--- src/rtl/thumb_pkg.sv ---
// rtl/thumb_pkg.sv - Thumb class codes, format prefixes and halfword encode function
package thumb_pkg;

    // Instruction class codes shared with the decode control unit
    localparam logic [4:0] CLS_INVALID  = 5'd0;
    localparam logic [4:0] CLS_SHIFT    = 5'd1;
    localparam logic [4:0] CLS_ADD_SUB  = 5'd2;
    localparam logic [4:0] CLS_MOVE_C   = 5'd3;
    localparam logic [4:0] CLS_ALU      = 5'd4;
    localparam logic [4:0] CLS_HIREG    = 5'd6;
    localparam logic [4:0] CLS_LDSR_REG = 5'd7;
    localparam logic [4:0] CLS_LDSR_IMM = 5'd9;
    localparam logic [4:0] CLS_LDSR_SP  = 5'd11;
    localparam logic [4:0] CLS_LD_A     = 5'd12;
    localparam logic [4:0] CLS_COND_B   = 5'd16;
    localparam logic [4:0] CLS_UNCOND_B = 5'd18;
    localparam logic [4:0] CLS_LONG_BL  = 5'd20;

    // Fixed opcode prefixes of each halfword format
    localparam logic [2:0] PFX_SHIFT    = 3'b000;
    localparam logic [4:0] PFX_ADD_SUB  = 5'b00011;
    localparam logic [2:0] PFX_MOVE_C   = 3'b001;
    localparam logic [5:0] PFX_ALU      = 6'b010000;
    localparam logic [5:0] PFX_HIREG    = 6'b010001;
    localparam logic [3:0] PFX_LDSR_REG = 4'b0101;
    localparam logic [2:0] PFX_LDSR_IMM = 3'b011;
    localparam logic [3:0] PFX_LDSR_SP  = 4'b1001;
    localparam logic [3:0] PFX_LD_A     = 4'b1010;
    localparam logic [3:0] PFX_COND_B   = 4'b1101;
    localparam logic [4:0] PFX_UNCOND_B = 5'b11100;
    localparam logic [4:0] PFX_BL_HI    = 5'b11110;
    localparam logic [4:0] PFX_BL_LO    = 5'b11111;

    typedef enum logic {ST_IDLE, ST_BL2} enc_state_e;

    typedef struct packed {
        logic        ok;
        logic [15:0] hw;
    } enc_result_t;

    // Single-halfword encoding (first halfword for LONG_BL) plus legality verdict
    function automatic enc_result_t encode(
        input logic [4:0]  cls,
        input logic [3:0]  op,
        input logic [3:0]  rd,
        input logic [3:0]  rs,
        input logic [3:0]  rn,
        input logic [21:0] imm
    );
        enc_result_t res;
        res.ok = 1'b1;
        res.hw = 16'h0000;
        case (cls)
            CLS_SHIFT: begin
                res.hw = {PFX_SHIFT, op[1:0], imm[4:0], rs[2:0], rd[2:0]};
                if (op[1:0] == 2'b11) res.ok = 1'b0;
            end
            CLS_ADD_SUB:  res.hw = {PFX_ADD_SUB, op[1:0], rn[2:0], rs[2:0], rd[2:0]};
            CLS_MOVE_C:   res.hw = {PFX_MOVE_C, op[1:0], rd[2:0], imm[7:0]};
            CLS_ALU:      res.hw = {PFX_ALU, op, rs[2:0], rd[2:0]};
            CLS_HIREG:    res.hw = {PFX_HIREG, op[1:0], rd[3], rs[3], rs[2:0], rd[2:0]};
            CLS_LDSR_REG: res.hw = {PFX_LDSR_REG, op[1:0], 1'b0, rn[2:0], rs[2:0], rd[2:0]};
            CLS_LDSR_IMM: res.hw = {PFX_LDSR_IMM, op[1:0], imm[4:0], rs[2:0], rd[2:0]};
            CLS_LDSR_SP:  res.hw = {PFX_LDSR_SP, op[0], rd[2:0], imm[7:0]};
            CLS_LD_A:     res.hw = {PFX_LD_A, op[0], rd[2:0], imm[7:0]};
            CLS_COND_B: begin
                res.hw = {PFX_COND_B, op, imm[7:0]};
                if (op[3:1] == 3'b111) res.ok = 1'b0;
            end
            CLS_UNCOND_B: res.hw = {PFX_UNCOND_B, imm[10:0]};
            CLS_LONG_BL:  res.hw = {PFX_BL_HI, imm[21:11]};
            default:      res.ok = 1'b0;
        endcase
        // Only the hi-register format can address r8-r15
        if (cls != CLS_HIREG && (rd[3] || rs[3] || rn[3])) res.ok = 1'b0;
        return res;
    endfunction

endpackage

--- src/rtl/enc_fifo.sv ---
// rtl/enc_fifo.sv - 16-bit synchronous FIFO for encoded halfwords
module enc_fifo #(
    parameter int DEPTH = 4
) (
    input  logic        clk,
    input  logic        rst,
    input  logic        i_push,
    input  logic [15:0] i_data,
    input  logic        i_pop,
    output logic [15:0] o_data,
    output logic        o_full,
    output logic        o_empty
);
    localparam int AW = $clog2(DEPTH);
    localparam int CW = AW + 1;

    logic [15:0]   r_mem [DEPTH];
    logic [AW-1:0] r_wr_ptr;
    logic [AW-1:0] r_rd_ptr;
    logic [CW-1:0] r_count;
    logic          w_do_push;
    logic          w_do_pop;

    // Full is judged before this cycle's pop, so a pop never makes room for a same-cycle push
    assign o_full    = (r_count == CW'(DEPTH));
    assign o_empty   = (r_count == '0);
    assign w_do_push = i_push && !o_full;
    assign w_do_pop  = i_pop && !o_empty;
    assign o_data    = r_mem[r_rd_ptr];

    // Storage array write; contents need no reset since count gates visibility
    always_ff @(posedge clk) begin
        if (w_do_push) r_mem[r_wr_ptr] <= i_data;
    end

    // Pointer and occupancy bookkeeping
    always_ff @(posedge clk) begin
        if (rst) begin
            r_wr_ptr <= '0;
            r_rd_ptr <= '0;
            r_count  <= '0;
        end else begin
            if (w_do_push) r_wr_ptr <= r_wr_ptr + AW'(1);
            if (w_do_pop)  r_rd_ptr <= r_rd_ptr + AW'(1);
            case ({w_do_push, w_do_pop})
                2'b10:   r_count <= r_count + CW'(1);
                2'b01:   r_count <= r_count - CW'(1);
                default: r_count <= r_count;
            endcase
        end
    end
endmodule

--- src/rtl/thumb_encoder.sv ---
// rtl/thumb_encoder.sv - Thumb instruction encoder with halfword output queue (option: THUMB_ENC_STATS_EN)
module thumb_encoder
    import thumb_pkg::*;
#(
    parameter int FIFO_DEPTH = 4
) (
    input  logic        clk,
    input  logic        rst,
    input  logic        in_valid,
    output logic        in_ready,
    input  logic [4:0]  in_cls,
    input  logic [3:0]  in_op,
    input  logic [3:0]  in_rd,
    input  logic [3:0]  in_rs,
    input  logic [3:0]  in_rn,
    input  logic [21:0] in_imm,
    output logic        out_valid,
    input  logic        out_ready,
    output logic [15:0] out_instr,
    output logic        err,
    output logic [15:0] stat_instr,
    output logic [7:0]  stat_err
);
    enc_state_e  r_state;
    enc_state_e  w_state_nxt;
    logic [10:0] r_bl_lo;
    logic        r_err;
    enc_result_t w_enc;
    logic        w_full;
    logic        w_empty;
    logic        w_accept;
    logic        w_push;
    logic [15:0] w_push_data;
    logic        w_pop;

    assign w_enc     = encode(in_cls, in_op, in_rd, in_rs, in_rn, in_imm);
    assign in_ready  = (r_state == ST_IDLE) && !w_full;
    assign w_accept  = in_valid && in_ready;
    assign out_valid = !w_empty;
    assign w_pop     = out_valid && out_ready;
    assign err       = r_err;

    enc_fifo #(
        .DEPTH (FIFO_DEPTH)
    ) u_fifo (
        .clk     (clk),
        .rst     (rst),
        .i_push  (w_push),
        .i_data  (w_push_data),
        .i_pop   (w_pop),
        .o_data  (out_instr),
        .o_full  (w_full),
        .o_empty (w_empty)
    );

    // Next state and FIFO push source: encoded request in IDLE, stored BL low half in BL2
    always_comb begin
        w_state_nxt = r_state;
        w_push      = 1'b0;
        w_push_data = w_enc.hw;
        case (r_state)
            ST_IDLE: begin
                if (w_accept && w_enc.ok) begin
                    w_push = 1'b1;
                    if (in_cls == CLS_LONG_BL) w_state_nxt = ST_BL2;
                end
            end
            ST_BL2: begin
                w_push_data = {PFX_BL_LO, r_bl_lo};
                if (!w_full) begin
                    w_push      = 1'b1;
                    w_state_nxt = ST_IDLE;
                end
            end
            default: w_state_nxt = ST_IDLE;
        endcase
    end

    // State register and error pulse for the cycle after a rejected accept
    always_ff @(posedge clk) begin
        if (rst) begin
            r_state <= ST_IDLE;
            r_err   <= 1'b0;
        end else begin
            r_state <= w_state_nxt;
            r_err   <= w_accept && !w_enc.ok;
        end
    end

    // Low offset bits held for the second BL halfword
    always_ff @(posedge clk) begin
        if (w_accept) r_bl_lo <= in_imm[10:0];
    end

`ifdef THUMB_ENC_STATS_EN
    logic [15:0] r_stat_instr;
    logic [7:0]  r_stat_err;

    // Accepted-instruction counter wraps; reject counter saturates
    always_ff @(posedge clk) begin
        if (rst) begin
            r_stat_instr <= '0;
            r_stat_err   <= '0;
        end else if (w_accept) begin
            if (w_enc.ok)                r_stat_instr <= r_stat_instr + 16'd1;
            else if (r_stat_err != 8'hFF) r_stat_err  <= r_stat_err + 8'd1;
        end
    end

    assign stat_instr = r_stat_instr;
    assign stat_err   = r_stat_err;
`else
    assign stat_instr = '0;
    assign stat_err   = '0;
`endif
endmodule

--- config.mk ---
export PLATFORM = sky130hd
export DESIGN_NAME = thumb_encoder
export DESIGN_NICKNAME = d
export VERILOG_FILES = /design/src/rtl/thumb_pkg.sv /design/src/rtl/enc_fifo.sv /design/src/rtl/thumb_encoder.sv
export SDC_FILE = /design/constraint.sdc
export NUM_CORES = 1
export LEC_CHECK = 0
export CORE_UTILIZATION = 40
export DETAILED_ROUTE_END_ITERATION = 8
export HOLD_SLACK_MARGIN = 0.03
export PLACE_DENSITY = 0.65
export SKIP_CTS_REPAIR_TIMING = 1
export SYNTH_ARGS = -nofsm -noshare
export SYNTH_HDL_FRONTEND = slang
export SYNTH_SLANG_ARGS = --single-unit
--- constraint.sdc ---
create_clock -name clk -period 6.7 [get_ports clk]
set_clock_uncertainty 0.1 [all_clocks]
set_input_delay 1.34 -clock clk [delete_from_list [all_inputs] [get_ports clk]]
set_output_delay 1.34 -clock clk [all_outputs]
set_load 0.02 [all_outputs]
==> results of run 1 <==
==> logic make-up (layout without fill, tap and decap cells) <==
family | after synthesis | in the layout | share of synthesized area
xor gates and xnor gates | 7 | 7 | 0.0143
other | 1 | 24 | 0.000873
muxes | 23 | 23 | 0.102
adders and majority gates | 6 | 6 | 0.0192
and+or+nand+nor | 87 | 87 | 0.105
AOI/OAI and AO/OA | 70 | 70 | 0.113
buffers and inverters | 53 | 94 | 0.0705
DFF | 86 | 86 | 0.575
==> power by group through the flow <==
stage               Clock [W]  Combinational (W)  Sequential [W]
global route         0.000374           0.000170        0.000601
finish               0.000343           0.000158        0.000599
global placement            0           0.000157        0.000612
CTS                  0.000348           0.000158        0.000600
detailed placement          0           0.000157        0.000612
floorplan                   0           0.000107        0.000606
==> synthesized netlist by cell type (all sizes together), types with 4 or more instances <==
cell    instances
a21oi          18
nor3            6
nor2           19
mux2i           5
a32oi           4
nand2          26
o21ai          18
dfxtp          11
edfxtp         75
nor2b           4
mux4           16
ha              5
buf            35
clkbuf          9
nand2b          6
xor2            4
nand3           5
and2            6
inv             9
a222oi         10
==> stage by stage <==
| step | utilization | area [um^2] | total power (W) | hold slack, ps |
|---|---|---|---|---|
| 2_1_floorplan | - | 4380 | 0.000713 | 362 |
| 3_3_place_gp | 0.479 | 4960 | 0.000769 | 377 |
| 3_5_place_dp | 0.479 | 4960 | 0.000770 | 390 |
| 4_1_cts | 0.497 | 5150 | 0.00111 | 403 |
| 5_1_grt | 0.497 | 5150 | 0.00114 | 448 |
| 6_report | 0.497 | 5150 | 0.00110 | 405 |
==> flip-flops by register name, summed over array words and instances (netlist names), named ones only <==
register	cells
r_state	1
err	1
r_bl_lo	11
u_fifo.r_wr_ptr	2
u_fifo.r_rd_ptr	2
u_fifo.r_mem	64
u_fifo.r_count	3
==> routing by layer <==
metal	global-route usage	share of wire	wire length [um]
met1	0.241	0.44	4110
met2	0.288	0.49	4610
met3	0.0291	0.061	576
met4	0.0565	0.0085	80
met5	0	0	0
==> tightest hold or removal path, delay by kind of cell (launching register included) <==
family / cells / cell delay (ps)
flip-flops: 1 / 340
AO/OA/AOI/OAI: 2 / 130
==> final timing paths <==
path         cells past startpoint                              to                      startpoint  slack (ps)
max                             13  u_fifo.r_count[2]$_SDFFE_PP0P_                       in_cls[1]        2260
min                              2  u_fifo.r_count[2]$_SDFFE_PP0P_  u_fifo.r_count[2]$_SDFFE_PP0P_         400
max reg2reg                      9  u_fifo.r_count[2]$_SDFFE_PP0P_              r_state$_SDFF_PP0_        4010
min reg2reg                      2  u_fifo.r_count[2]$_SDFFE_PP0P_  u_fifo.r_count[2]$_SDFFE_PP0P_         400
==> cell type report <==
cell class	count	area [um^2]
inverters	9	33.8
repair buffers	69	681
fillers	951	5220
well taps	136	170
flip-flops and latches	86	2470
clock inverters	7	60.1
multi-input cells	217	1610
clock buffers	9	124
==> metrics.md, run 1 <==
| Metric | Value |
|---|---|
| Synthesized area | `4300 um^2` |
| Post-Layout Cell Count | `533` |
| Layout area overhead | `19.8%` |
| Clk pin slew, worst setup/hold paths | `90 ps` |
| Initial Utilization | `0.414` |
| Total GRT Usage | `0.177` |
| CP max stage cell | `clkdlybuf4s50_1` |
| CTS tree | `yes` |
| Ports | `90` |
| Die Span Y | `106 um` |
| Net Sw Frac | `0.266` |
| CP Cell Sequence | `clkdlybuf4s50_1 -> and2b_1 -> nand2_1 -> nor2_1 -> a211oi_2 -> a211oi_4 -> inv_1 -> ha_1 -> inv_1 -> fa_1 -> xor2_1 -> or3_1 -> a21oi_1` |
| Max_cap viols | `0` |
| Antenna viol nets, final | `0` |
| Fin crit period | `4440 ps` |
| Cells after Synth | `333` |
| TritonRoute pass-1 iters | `5` |
| Logic gate share of total power | `0.144` |
| Slew Limit Fails | `0` |
| Total routed wirelength | `9.38 mm` |
| H-tree levels | `3` |
| Cell mode on critical path | `inv_1` |
| Clk buf depth | `2` |
| CP Class | `in -> reg` |
| Dpl cells | `517` |
| Max_slew headroom | `0.289` |
| Measured slew at the worst slew-check pin | `1060 ps` |
| Via density | `5.37` |
| Flop pwr share | `0.545` |
| Pwr per Cell Area | `214 nW/um^2` |
| Vias in the first global route | `2,745` |
| Critical Path RT | `6890 ps` |
| Port Buffers | `65` |
| Clk pwr share | `0.311` |
| Synth area leaders | `edfxtp_1 52%, mux4_2 8.4%, dfxtp_1 5.1%` |
| Final HPWL DP | `6.69 mm` |
| Fmax | `225 MHz` |
| Synth Register Bits | `86` |
| Most frequent cells in the layout | `75 x edfxtp_1, 65 x clkdlybuf4s50_1, 26 x nand2_1` |
| Fin nets | `445` |
| Die X | `106 um` |
| Commonest non-fill, non-tap cell in the layout | `edfxtp_1` |
| Max VDD drop | `0.000121 V` |
| Largest net degree at the start of global routing | `33` |
| Core box area | `10,400 um^2` |
| Number of synthesized flops with an enable pin | `75` |
| Share of cells above drive strength 1 | `0.116` |
| Switch Pwr | `0.000293 W` |
| Status | `finished, final reports clean` |
| DR DRC count | `0` |
| RSZ-0062 raised after global routing | `no` |
| Worst path bufs/invs | `3` |
| Area leader, netlist | `edfxtp_1` |
| Pint | `0.000807 W` |
| Clock Sinks | `86` |
| Synth top area share | `0.524` |
| Critical Path End Type | `register` |
| CTS root buffer | `clkbuf_8` |
| Critical Path Start Type | `input port` |
| Initial antenna violation count | `0` |
| Final setup viols | `0` |
| DP Worst Slack | `1900 ps` |
| Seq/Total Area, Yosys | `0.575` |
| Mean Syn Cell Area | `12.9 um^2` |
| Final Hold Vio Count | `0` |
| Setup TNS | `0 ps` |
| Initial DRC Count | `176` |
| First-pass GRT wire length | `15.0 mm` |
| Vias | `2,861` |
| Fin worst setup slack | `2260 ps` |
| Worst-path maximum fanout | `24` |
| Diodes inserted | `0` |
| Core Rows | `37` |
| Tcrit/Tclk final | `0.662` |
| Synth warnings | `0` |
| Top cell family by delay on the critical path | `buffers and inverters` |
| Synth Flop Type | `edfxtp_1` |
| CP peak stage delay | `1030 ps` |
| P_leak | `1.70 nW` |
| Post-synth ARST share | `0` |
| Gp weighted congestion | `0.869` |
| Hold Crit Class | `reg -> reg` |
| GRT overflow | `0` |
| CTS Buf Count | `9` |
| Clock latency on the worst-skew pair | `350 ps` |
| WL per Instance | `17.6 um` |
| Synth unique cells | `55` |
| WP data arrival | `4620 ps` |
| Die area | `11,200 um^2` |
Note: power is estimated with default switching activity, not from simulation.
==> run 2, diff against run 1 <==
--- a/config.mk
+++ b/config.mk
@@ -8,7 +8,7 @@
 export CORE_UTILIZATION = 40
 export DETAILED_ROUTE_END_ITERATION = 8
 export HOLD_SLACK_MARGIN = 0.03
-export PLACE_DENSITY = 0.65
+export PLACE_DENSITY = 0.68
 export SKIP_CTS_REPAIR_TIMING = 1
 export SYNTH_ARGS = -nofsm -noshare
 export SYNTH_HDL_FRONTEND = slang
==> constraint.sdc (replaced) <==
create_clock -name clk -period 3.9 [get_ports clk]
set_clock_uncertainty 0.1 [all_clocks]
set_input_delay 0.78 -clock clk [delete_from_list [all_inputs] [get_ports clk]]
set_output_delay 0.78 -clock clk [all_outputs]
set_load 0.02 [all_outputs]
==> run 2 against run 1 <==
Sequential power is 70% higher; critical path depth stayed put; cell count is 3.8% higher; total power is 75% higher; hold slack better by 5.1 ps; sequential share of layout area is 1.4 points lower; via count is 3.7% higher; die area stayed put; largest power group unchanged; highest routed layer unchanged.
==> metrics.md, run 2 (synthesized netlist as in run 1, its figures left out) <==
| Metric | Value |
|---|---|
| Status | `finished, final reports clean` |
| Clk pin slew, worst setup/hold paths | `80 ps` |
| First-pass GRT wire length | `15.4 mm` |
| Die Span Y | `106 um` |
| Core Rows | `37` |
| Filler cell count | `959` |
| Clock Sinks | `86` |
| Tcrit/Tclk final | `0.895` |
| Die area | `11,200 um^2` |
| Total routed wirelength | `9.76 mm` |
| Vias in the first global route | `2,924` |
| Number of cells on the worst reg-to-reg path | `9` |
| CP peak stage delay | `650 ps` |
| Max reg flops | `64` |
| Highest Signal Layer | `met4` |
| Hold Path Depth | `2` |
| Ports | `90` |
| Largest net degree at the start of global routing | `22` |
| Total GRT Usage | `0.183` |
| DR DRC count | `0` |
| Worst path bufs/invs | `3` |
| Initial antenna violation count | `0` |
| Gp weighted congestion | `0.904` |
| Met1 WL | `4.36 mm` |
| Met3 routed WL | `429 um` |
| Measured slew at the worst slew-check pin | `811 ps` |
| Fin nets | `465` |
| CP Class | `in -> reg` |
| Max_cap viols | `0` |
| CTS root buffer | `clkbuf_8` |
| Largest reg by FF count | `u_fifo.r_mem` |
| Vias | `2,967` |
| Layout area overhead | `23.5%` |
| Max_slew headroom | `0.453` |
| Max VDD drop | `0.000158 V` |
| Die X | `106 um` |
| Diodes inserted | `0` |
| Pwr per Cell Area | `363 nW/um^2` |
| Pwr Total | `0.00193 W` |
| GRT overflow | `0` |
| Critical Path RT | `4080 ps` |
| Slew Limit Fails | `0` |
| Multi-input logic area | `1610 um^2` |
| Initial Utilization | `0.414` |
| H-tree levels | `3` |
| Share of cells above drive strength 1 | `0.153` |
| Worst-path maximum fanout | `10` |
| Met2 WL | `4.86 mm` |
| R2R Setup Slk | `1280 ps` |
| Top Registers | `u_fifo.r_mem (64), r_bl_lo (11), u_fifo.r_count (3)` |
| Final Hold Vio Count | `0` |
| Fin crit period | `3490 ps` |
| Initial DRC Count | `207` |
| CTS Buf Count | `9` |
| RSZ-0062 raised after global routing | `no` |
| Setup TNS | `0 ps` |
| Commonest non-fill, non-tap cell in the layout | `edfxtp_1` |
| TritonRoute pass-1 iters | `5` |
| FF+latch area | `2470 um^2` |
| CP max stage cell | `clkdlybuf4s50_1` |
| Number of cells on the critical path | `13` |
| Core box area | `10,400 um^2` |
| Clock latency on the worst-skew pair | `350 ps` |
| Via density | `5.37` |
| Clk buf depth | `2` |
| Critical Path Start Type | `input port` |
| Post-route design area | `5310 um^2` |
| Final HPWL DP | `6.96 mm` |
| WL per Instance | `17.7 um` |
| Hold Crit Class | `reg -> reg` |
| Fmax | `286 MHz` |
| Top cell family by delay on the critical path | `compound AO/OA/AOI/OAI gates` |
| Placement-stage cell area | `5110 um^2` |
| Critical Path End Type | `register` |
| CP Cell Sequence | `clkdlybuf4s50_1 -> and2b_1 -> a21oi_1 -> o22ai_1 -> a211oi_2 -> a211oi_4 -> inv_1 -> ha_1 -> inv_1 -> fa_1 -> xor2_1 -> or3_1 -> a21oi_1` |
| CTS tree | `yes` |
| P_leak | `1.80 nW` |
| WP data arrival | `3670 ps` |
| Antenna viol nets, final | `0` |
| Final setup viols | `0` |
| Port Buffers | `65` |
| Most frequent cells in the layout | `75 x edfxtp_1, 65 x clkdlybuf4s50_1, 26 x nand2_1` |
## run 2: cell types whose count changed in the layout (fill, tap and decap cells not counted), sizes merged
| cell | delta |
|---|---|
| clkbuf | +2 |
| buf | +20 |
| inv | -5 |
| bufinv | +1 |
| clkinvlp | +2 |
## run 2: area by class of cell
cell class                      count  area share
Inverter                            9     0.00637
Clock buffer                       11      0.0248
Tap cell                          136      0.0321
Clock inverter                      5      0.0111
Timing Repair Buffer               89       0.157
Multi-Input combinational cell    217       0.303
Sequential cell                    86       0.466
## run 2: routing by layer
| metal | vias to the layer above | track usage |
|---|---|---|
| met5 | - | 0 |
| met4 | 0 | 0.0655 |
| met3 | 12 | 0.0315 |
| met2 | 102 | 0.310 |
| met1 | 1479 | 0.236 |
| li1 | 1374 | - |
## run 2: worst paths after layout
path,startpoint,endpoint
max,in_cls[2],u_fifo.r_count[2]$_SDFFE_PP0P_
min,u_fifo.r_count[2]$_SDFFE_PP0P_,u_fifo.r_count[2]$_SDFFE_PP0P_
max reg2reg,r_state$_SDFF_PP0_,u_fifo.r_count[2]$_SDFFE_PP0P_
min reg2reg,u_fifo.r_count[2]$_SDFFE_PP0P_,u_fifo.r_count[2]$_SDFFE_PP0P_
## run 2: metrics by stage
step | setup slack, ps | std cells | util | hold WS (ps)
finish | 409 | 553 | 0.512 | 410
global route | 191 | 553 | 0.512 | 442
CTS | 424 | 553 | 0.512 | 413
detailed placement | 54.5 | 537 | 0.493 | 400
global placement | 218 | 537 | 0.493 | 375
floorplan | 877 | 356 | - | 362
## run 2: report_power, final
group	total [W]	internal (W)	switching (W)
clock network	0.000607	0.000298	0.000309
registers	0.00102	0.00101	0.00000596
logic	0.000297	0.000137	0.000160
## run 2: worst reg2reg max path, stage by stage (launching register included)
cell and delay, ps:
dfxtp_1 850, inv_1 240, a211oi_4 290, inv_1 70, ha_1 210, inv_1 80, fa_1 190, xor2_1 70
or3_1 310, a21oi_1 150
